$ cat config.mk
export PLATFORM = sky130hd
export DESIGN_NAME = alu_seq_ctrl_flat
export DESIGN_NICKNAME = d
export VERILOG_FILES = /design/src/rtl/alu_seq_ctrl_if.sv /design/src/rtl/alu_seq_ctrl.sv /design/src/flat_wrapper.sv
export SDC_FILE = /design/constraint.sdc
export NUM_CORES = 1
export LEC_CHECK = 0
export ABC_AREA = 1
export BUFFER_PORTS_ARGS = -buffer_cell sky130_fd_sc_hd__buf_2
export CAP_MARGIN = 5
export CORE_UTILIZATION = 45
export DETAILED_ROUTE_END_ITERATION = 12
export PLACE_DENSITY = 0.8
export SETUP_SLACK_MARGIN = 0.02
export SLEW_MARGIN = 20
export SYNTH_ARGS = -nofsm -noshare
export SYNTH_HDL_FRONTEND = slang
export SYNTH_SLANG_ARGS = --single-unit
$ cat constraint.sdc
create_clock -name CLK -period 4 [get_ports CLK]
set_input_delay 0.2 -clock CLK [delete_from_list [all_inputs] [get_ports CLK]]
set_output_delay 0.2 -clock CLK [all_outputs]
set_load 0.02 [all_outputs]
$ cat src/rtl/alu_seq_ctrl_if.sv
// Opcode definitions and the request/ALU bundle for alu_seq_ctrl.
//
// alu_seq_ctrl_pkg : op_mne opcode encoding shared by requesters and the ALU.
// alu_seq_ctrl_if  : groups the two requester ports, the result/status outputs
//                    and the shared 8-bit ALU connection.
//   master : requester/ALU side (drives REQn/OPn/An/Bn/SCINn, ALU_OUT, ALU_SC_OUT)
//   slave  : controller side (drives ACKn, RESULT, SC_RESULT, ZERO_RESULT, BUSY,
//            ALU_A, ALU_B, ALU_OP, ALU_SC_IN)

package alu_seq_ctrl_pkg;
    typedef enum logic [2:0] {
        kAND  = 3'd0,
        kOR   = 3'd1,
        kXOR  = 3'd2,
        kADD  = 3'd3,
        kSUB  = 3'd4,
        kLSH  = 3'd5,
        kRSH  = 3'd6,
        kPASS = 3'd7
    } op_mne;
endpackage

interface alu_seq_ctrl_if;
    logic        REQ0, REQ1;
    logic [2:0]  OP0, OP1;
    logic [15:0] A0, B0, A1, B1;
    logic        SCIN0, SCIN1;
    logic        ACK0, ACK1;
    logic [15:0] RESULT;
    logic        SC_RESULT;
    logic        ZERO_RESULT;
    logic        BUSY;
    logic [7:0]  ALU_A, ALU_B;
    logic [2:0]  ALU_OP;
    logic        ALU_SC_IN;
    logic [7:0]  ALU_OUT;
    logic        ALU_SC_OUT;

    modport master (
        output REQ0, REQ1, OP0, OP1, A0, B0, A1, B1, SCIN0, SCIN1,
        output ALU_OUT, ALU_SC_OUT,
        input  ACK0, ACK1, RESULT, SC_RESULT, ZERO_RESULT, BUSY,
        input  ALU_A, ALU_B, ALU_OP, ALU_SC_IN
    );

    modport slave (
        input  REQ0, REQ1, OP0, OP1, A0, B0, A1, B1, SCIN0, SCIN1,
        input  ALU_OUT, ALU_SC_OUT,
        output ACK0, ACK1, RESULT, SC_RESULT, ZERO_RESULT, BUSY,
        output ALU_A, ALU_B, ALU_OP, ALU_SC_IN
    );
endinterface

$ cat src/rtl/alu_seq_ctrl.sv
// alu_seq_ctrl: arbitrates two requesters and runs one 16-bit operation as two
// byte passes through a shared external 8-bit combinational ALU.
//
// Ports:
//   CLK      : rising-edge clock
//   RESET_N  : asynchronous active-low reset
//   bus      : alu_seq_ctrl_if.slave -- requester inputs, ACK0/ACK1 pulses,
//              RESULT/SC_RESULT/ZERO_RESULT, BUSY, and the ALU drive/return.

module alu_seq_ctrl
    import alu_seq_ctrl_pkg::*;
(
    input  logic          CLK,
    input  logic          RESET_N,
    alu_seq_ctrl_if.slave bus
);

    typedef enum logic [1:0] {IDLE, PASS1, PASS2, DONE} state_t;

    state_t      state_q, state_d;
    logic        gnt_q, gnt_d;
    logic        last_q, last_d;
    logic [2:0]  op_q, op_d;
    logic [15:0] a_q, a_d, b_q, b_d;
    logic        scin_q, scin_d;
    logic        carry_q, carry_d;
    logic [7:0]  part_q, part_d;
    logic [15:0] result_q, result_d;
    logic        sc_q, sc_d;
    logic        zero_q, zero_d;

    logic        winner;
    logic        shift_op;
    logic        hi_first;
    logic        use_hi;
    logic [7:0]  alu_a, alu_b;
    logic [2:0]  alu_op;
    logic        alu_sc_in;

    // Tie goes to the requester that was not granted last.
    assign winner   = (bus.REQ0 & bus.REQ1) ? ~last_q : bus.REQ1;
    assign shift_op = (op_q == kLSH) || (op_q == kRSH);
    assign hi_first = (op_q == kRSH);

    always_comb begin
        state_d   = state_q;
        gnt_d     = gnt_q;
        last_d    = last_q;
        op_d      = op_q;
        a_d       = a_q;
        b_d       = b_q;
        scin_d    = scin_q;
        carry_d   = carry_q;
        part_d    = part_q;
        result_d  = result_q;
        sc_d      = sc_q;
        zero_d    = zero_q;
        use_hi    = 1'b0;
        alu_a     = '0;
        alu_b     = '0;
        alu_op    = kAND;
        alu_sc_in = 1'b0;

        unique case (state_q)
            IDLE: begin
                if (bus.REQ0 | bus.REQ1) begin
                    state_d = PASS1;
                    gnt_d   = winner;
                    last_d  = winner;
                    op_d    = winner ? bus.OP1   : bus.OP0;
                    a_d     = winner ? bus.A1    : bus.A0;
                    b_d     = winner ? bus.B1    : bus.B0;
                    scin_d  = winner ? bus.SCIN1 : bus.SCIN0;
                end
            end
            PASS1: begin
                state_d   = PASS2;
                use_hi    = hi_first;
                alu_a     = use_hi ? a_q[15:8] : a_q[7:0];
                alu_b     = use_hi ? b_q[15:8] : b_q[7:0];
                alu_op    = op_q;
                alu_sc_in = shift_op ? scin_q : 1'b0;
                // First byte is staged so RESULT only changes at the PASS2 edge.
                part_d    = bus.ALU_OUT;
                carry_d   = bus.ALU_SC_OUT;
            end
            PASS2: begin
                state_d   = DONE;
                use_hi    = ~hi_first;
                alu_a     = use_hi ? a_q[15:8] : a_q[7:0];
                alu_b     = use_hi ? b_q[15:8] : b_q[7:0];
                alu_op    = op_q;
                alu_sc_in = shift_op ? carry_q : 1'b0;
                result_d  = hi_first ? {part_q, bus.ALU_OUT} : {bus.ALU_OUT, part_q};
                sc_d      = shift_op ? bus.ALU_SC_OUT : 1'b0;
                zero_d    = (result_d == '0);
            end
            DONE: begin
                state_d = IDLE;
            end
            default: begin
                state_d = IDLE;
            end
        endcase
    end

    always_ff @(posedge CLK or negedge RESET_N) begin
        if (!RESET_N) begin
            state_q  <= IDLE;
            gnt_q    <= 1'b0;
            last_q   <= 1'b1;
            op_q     <= '0;
            a_q      <= '0;
            b_q      <= '0;
            scin_q   <= 1'b0;
            carry_q  <= 1'b0;
            part_q   <= '0;
            result_q <= '0;
            sc_q     <= 1'b0;
            zero_q   <= 1'b1;
        end else begin
            state_q  <= state_d;
            gnt_q    <= gnt_d;
            last_q   <= last_d;
            op_q     <= op_d;
            a_q      <= a_d;
            b_q      <= b_d;
            scin_q   <= scin_d;
            carry_q  <= carry_d;
            part_q   <= part_d;
            result_q <= result_d;
            sc_q     <= sc_d;
            zero_q   <= zero_d;
        end
    end

    assign bus.ACK0        = (state_q == DONE) && !gnt_q;
    assign bus.ACK1        = (state_q == DONE) &&  gnt_q;
    assign bus.BUSY        = (state_q != IDLE);
    assign bus.RESULT      = result_q;
    assign bus.SC_RESULT   = sc_q;
    assign bus.ZERO_RESULT = zero_q;
    assign bus.ALU_A       = alu_a;
    assign bus.ALU_B       = alu_b;
    assign bus.ALU_OP      = alu_op;
    assign bus.ALU_SC_IN   = alu_sc_in;

endmodule

$ cat src/flat_wrapper.sv
// flat-port wrapper written by rule: the top's interface ports become plain ports
module alu_seq_ctrl_flat import alu_seq_ctrl_pkg::*;
  (CLK, RESET_N, bus_REQ0, bus_REQ1, bus_OP0, bus_OP1, bus_A0, bus_B0, bus_A1, bus_B1, bus_SCIN0, bus_SCIN1, bus_ALU_OUT, bus_ALU_SC_OUT, bus_ACK0, bus_ACK1, bus_RESULT, bus_SC_RESULT, bus_ZERO_RESULT, bus_BUSY, bus_ALU_A, bus_ALU_B, bus_ALU_OP, bus_ALU_SC_IN);
  alu_seq_ctrl_if bus_i ();
  input  logic CLK;
  input  logic RESET_N;
  input wire logic [$bits(bus_i.REQ0)-1:0] bus_REQ0;
  input wire logic [$bits(bus_i.REQ1)-1:0] bus_REQ1;
  input wire logic [$bits(bus_i.OP0)-1:0] bus_OP0;
  input wire logic [$bits(bus_i.OP1)-1:0] bus_OP1;
  input wire logic [$bits(bus_i.A0)-1:0] bus_A0;
  input wire logic [$bits(bus_i.B0)-1:0] bus_B0;
  input wire logic [$bits(bus_i.A1)-1:0] bus_A1;
  input wire logic [$bits(bus_i.B1)-1:0] bus_B1;
  input wire logic [$bits(bus_i.SCIN0)-1:0] bus_SCIN0;
  input wire logic [$bits(bus_i.SCIN1)-1:0] bus_SCIN1;
  input wire logic [$bits(bus_i.ALU_OUT)-1:0] bus_ALU_OUT;
  input wire logic [$bits(bus_i.ALU_SC_OUT)-1:0] bus_ALU_SC_OUT;
  output wire logic [$bits(bus_i.ACK0)-1:0] bus_ACK0;
  output wire logic [$bits(bus_i.ACK1)-1:0] bus_ACK1;
  output wire logic [$bits(bus_i.RESULT)-1:0] bus_RESULT;
  output wire logic [$bits(bus_i.SC_RESULT)-1:0] bus_SC_RESULT;
  output wire logic [$bits(bus_i.ZERO_RESULT)-1:0] bus_ZERO_RESULT;
  output wire logic [$bits(bus_i.BUSY)-1:0] bus_BUSY;
  output wire logic [$bits(bus_i.ALU_A)-1:0] bus_ALU_A;
  output wire logic [$bits(bus_i.ALU_B)-1:0] bus_ALU_B;
  output wire logic [$bits(bus_i.ALU_OP)-1:0] bus_ALU_OP;
  output wire logic [$bits(bus_i.ALU_SC_IN)-1:0] bus_ALU_SC_IN;
  assign bus_i.REQ0 = bus_REQ0;
  assign bus_i.REQ1 = bus_REQ1;
  assign bus_i.OP0 = bus_OP0;
  assign bus_i.OP1 = bus_OP1;
  assign bus_i.A0 = bus_A0;
  assign bus_i.B0 = bus_B0;
  assign bus_i.A1 = bus_A1;
  assign bus_i.B1 = bus_B1;
  assign bus_i.SCIN0 = bus_SCIN0;
  assign bus_i.SCIN1 = bus_SCIN1;
  assign bus_i.ALU_OUT = bus_ALU_OUT;
  assign bus_i.ALU_SC_OUT = bus_ALU_SC_OUT;
  assign bus_ACK0 = bus_i.ACK0;
  assign bus_ACK1 = bus_i.ACK1;
  assign bus_RESULT = bus_i.RESULT;
  assign bus_SC_RESULT = bus_i.SC_RESULT;
  assign bus_ZERO_RESULT = bus_i.ZERO_RESULT;
  assign bus_BUSY = bus_i.BUSY;
  assign bus_ALU_A = bus_i.ALU_A;
  assign bus_ALU_B = bus_i.ALU_B;
  assign bus_ALU_OP = bus_i.ALU_OP;
  assign bus_ALU_SC_IN = bus_i.ALU_SC_IN;
  alu_seq_ctrl u_core (.CLK(CLK), .RESET_N(RESET_N), .bus(bus_i));
endmodule
# Yosys cells after proc, flatten, opt, wreduce, memory -nomap -nowiden
# Index checks and enable logic that the tools add are counted.
[classes]
bitwise = 3
reduce_logical = 9
eq_ne = 6
muxes = 19
[op_table]
columns = ["op", "count"]
rows = [
  ["16-bit 2-to-1 mux", 3],
  ["8-bit 2-to-1 mux", 4],
  ["8-bit case mux with 2 select lines", 2],
  ["16-bit logical NOT", 1],
  ["2-bit case mux with 4 select lines", 1],
  ["3-bit == test, second input constant", 2],
  ["3-bit 2-to-1 mux", 2],
  ["1-bit 2-to-1 mux", 5],
  ["2-bit == test, second input constant", 2],
  ["2-bit by 1-bit == test with 1-bit output, second input constant", 1],
  ["1-bit logical AND", 2],
  ["2-bit logical NOT", 1],
  ["2-bit 2-to-1 mux", 1],
  ["2-bit by 1-bit != test with 1-bit output, second input constant", 1],
  ["1-bit case mux with 2 select lines", 1],
  ["2-bit AND reduction", 1],
  ["2-bit nonzero test", 1],
  ["2-bit OR reduction", 1],
  ["1-bit AND", 1],
  ["1-bit logical NOT", 1],
  ["1-bit logical OR", 1],
  ["1-bit NOT", 1],
  ["1-bit OR", 1],
]
[totals]
wordCells = 49
in_bits = 85
ff_bits = 67

# Logic depth before layout (Yosys ltp)
[logic_depth]
word_depth = 4
ltp_mapped = 9
mapped_depth_nobuf = 8

# Worst setup path after synthesis
# Ideal clock, no wire load.
[synth_path]
kind = "flip-flop to output port"
from = "reg u_core.state_q[0]"
to = "out bus_ALU_B[3]"
path_stages_with_launch = 9
path_buffers = 2
path_slack_ns = 2.205
t_required_ns = 3.800
arrival_ns = 1.595
cell_sequence = "dfrtp_1 inv_1 ha_1 buf_2 inv_2 clkbuf_1 a21oi_1 o21ai_0 a21oi_1"
[synth_via]
elab_chain_cells = 2
word_cells_on_any_way = 3
classes_between = "2 x eq/ne; 1 x mux"
[synth_rtl]
columns = ["item", "line", "text"]
rows = [
  ["from (decl)", "alu_seq_ctrl.sv:20", "state_t state_q, state_d;"],
  ["from (signal assigned)", "alu_seq_ctrl.sv:122", "state_q <= state_d;"],
  ["2-bit == test or 2-bit by 1-bit == test with 1-bit output (tied branches)", "alu_seq_ctrl.sv:64", "unique case (state_q)"],
  ["8-bit case mux with 2 select lines (*)", "alu_seq_ctrl.sv:64", ""],
  ["to (decl)", "flat_wrapper.sv:26", "output wire logic [$bits(bus_i.ALU_B)-1:0] bus_ALU_B;"],
]
# Mark *: on every way between the ends. The rest lies on a longest branch, timed or not.

# Worst setup path after layout
[layout_path]
from = "reg u_core.state_q[0]"
to = "out bus_ALU_B[0]"
# Same word-level chain as after synthesis.

==> summary.txt <==
commonest non-fill, non-tap cells in the layout - 125 x buf_2, 84 x nand2_1, 65 x dfrtp_1
commonest non-fill, non-tap cell in the layout - buf_2
Syn. warnings - 0
CP max stage cell - dfrtp_1
clk_lat worst skew - 0.34 ns
crit-path most repeated cell - a21oi_1
Initial Utilization - 47.2%
drt first pass iters - 5
H-tree levels - 3
nets - 678
global route hottest layer - met2
CTS Hold Bufs - 0
dpl hpwl - 6780 um
Die Span X - 92.5 um
crit-path cells - inv_1 -> ha_1 -> inv_2 -> a21oi_1 -> o21ai_0 -> a21oi_1 -> buf_2
clk buf depth - 2
Setup TNS - 0 ns
met1 global-route usage - 28.7%
hold slack final - 0.0108 ns
DR vias/cell - 5.30
CP startpoint kind - register
Post-synth top flop - dfrtp_1
Syn Area/Cell - 7.64 um2
WL/cell - 13.9 um
Final setup viols - 0
clock sink total - 67
Post-CTS Repair Setup Buffers - 0
Achievable Freq - 378 MHz
Power per Cell Area - 881 nW/um2
GRT Total Usage - 23.4%
Die ar. - 8550 um2
Slew Viols, Final - 0
DRC Markers - 0
worst slew pin tran - 0.948 ns
Setup crit end kind - output pin
RSZ-0062 raised after global routing - false
Crit Path Category - reg2out
Layout area overhead - 23.7%
Leak - 2.32 nW
final hold vios - 0
Inst Count DP - 680
global-route wire length before repair - 15900 um
Worst-path clk slew - 0.08 ns
required time of the critical path - 3.80 ns
clock root buffer - clkbuf_8
DP Worst Slack - 1.71 ns
Std-Cell Rows - 32
largest net degree at the start of global routing - 83
initial DRC count - 171
VDD IR max - 0.000383 V
RePlAce Congestion - 0.828
Mapped Nets - 571
Mapped Area - 3680 um2
CORE AREA - 7810 um2
CTS buffer count - 9
worst-path fanout max - 46
Max stage delay on crit path - 0.41 ns
I/O pin count - 126
Tcrit/Tclk final - 66.1%
ant diodes - 0
Yosys reg bits - 67
sequential fraction of the synthesis area - 45.6%
Crit path arrival time - 2.44 ns
Port Buf Inserts - 125
Post-Layout Cell Count - 696
Hold WC Path Type - in2async
Global Route met3 Usage - 5.01%
critical path's top delay family - buffers and inverters
die height - 92.5 um
Yosys cell types - 31
max cap viols - 0
final wirelength - 9660 um
vias in the first global route - 3532
number of synthesized flops with an enable pin - 0
Mapped Cells - 482
CTS tree - yes
worst path bufs/invs - 3
DRT antenna net count - 0
# resized after CTS - 0
fin crit period - 2.64 ns
skew final - 0.00985 ns
Synth async-reset ratio - 100%
GRT Residual Overflow - 0
PnR worst setup slack - 1.36 ns
fraction of layout cells with a size suffix above 1 - 27.3%
initial antenna violation count - 1
Worst slew margin - 36.6%
status - finished clean
routing usage on met2 - 40.9%
via count - 3691
==> synthesized netlist by cell type, types with 6 or more instances <==
library cell  count  area share (%)
clkbuf_1         18             1.8
inv_1            53             5.4
o22ai_1          34             5.8
o211ai_1         17             3.5
nand2_1          84             8.6
o21ai_1          13             1.8
nor2_1           49             5.0
dfrtp_1          65              44
buf_2             8             1.1
nand2_2           6             1.0
o21ai_0          63             8.6
a21oi_1          40             5.4
==> logic make-up (layout without fill, tap and decap cells) <==
logic type,after synthesis,after routing,share of synthesized area [%]
flops,67,67,45.6
compound gates,171,171,25.8
fa+ha+maj,4,4,1.36
simple gates,149,149,16.6
buf+inv,89,201,10.1
mux,2,2,0.612
==> registers in the layout, summed over array words and instances (netlist names) <==
name and flops:
u_core.bus.ZERO_RESULT 1, u_core.a_q 16, u_core.state_q 2, u_core.bus.RESULT 16, u_core.gnt_q 1, u_core.last_q 1, u_core.carry_q 1, u_core.b_q 16
u_core.scin_q 1, u_core.part_q 8, u_core.op_q 3, u_core.bus.SC_RESULT 1
==> per-layer routing <==
layer / part of all wire, % / vias to the layer above
met1: 43 / 1717
met3: 7.3 / 12
met2: 48 / 139
met5: 0 / -
met4: 1.4 / 0
li1: - / 1823
==> cell type report <==
type	instances	area, um2
Fill cell	733	3250
Sequential cell	67	1680
Multi-Input combinational cell	326	1640
Timing Repair Buffer	128	648
Inverter	57	214
Clock buffer	10	138
Tap cell	102	128
Clock inverter	6	111
==> metrics by stage <==
| stage | power [mW] | util, % | cell area (um2) |
|---|---|---|---|
| final | 4.01 | 58.3 | 4550 |
| after global routing | 4.34 | 58.3 | 4550 |
| after CTS | 4.03 | 58.3 | 4550 |
| after detailed placement | 3.32 | 55.1 | 4310 |
| after global placement | 3.23 | 55.1 | 4310 |
| after floorplan | 2.76 | - | 3680 |
==> final timing paths <==
| kind | startpoint | to | slack [ns] | depth (start not counted) |
|---|---|---|---|---|
| max | u_core.state_q[0]$_DFFE_PN0P_ | bus_ALU_B[0] | 1.36 | 7 |
| min | RESET_N | u_core.bus.RESULT[1]$_DFFE_PN0P_ | 0.01 | 1 |
| max reg2reg | u_core.state_q[0]$_DFFE_PN0P_ | u_core.a_q[0]$_DFFE_PN0P_ | 1.65 | 7 |
| min reg2reg | u_core.bus.ZERO_RESULT$_DFFE_PN1P_ | u_core.bus.ZERO_RESULT$_DFFE_PN1P_ | 0.47 | 2 |
| max in group asynchronous | RESET_N | u_core.b_q[8]$_DFFE_PN0P_ | 3.10 | 2 |
| min in group CLK | bus_ALU_OUT[1] | u_core.part_q[1]$_DFFE_PN0P_ | 0.11 | 3 |
==> power by group <==
part / switching [mW] / total, mW / internal, mW
clock network: 0.271 / 0.704 / 0.432
logic: 1.41 / 2.09 / 0.681
registers: 0.199 / 1.22 / 1.02
total: 1.88 / 4.01 / 2.13
No activity file was read; power rests on OpenSTA's default activity.
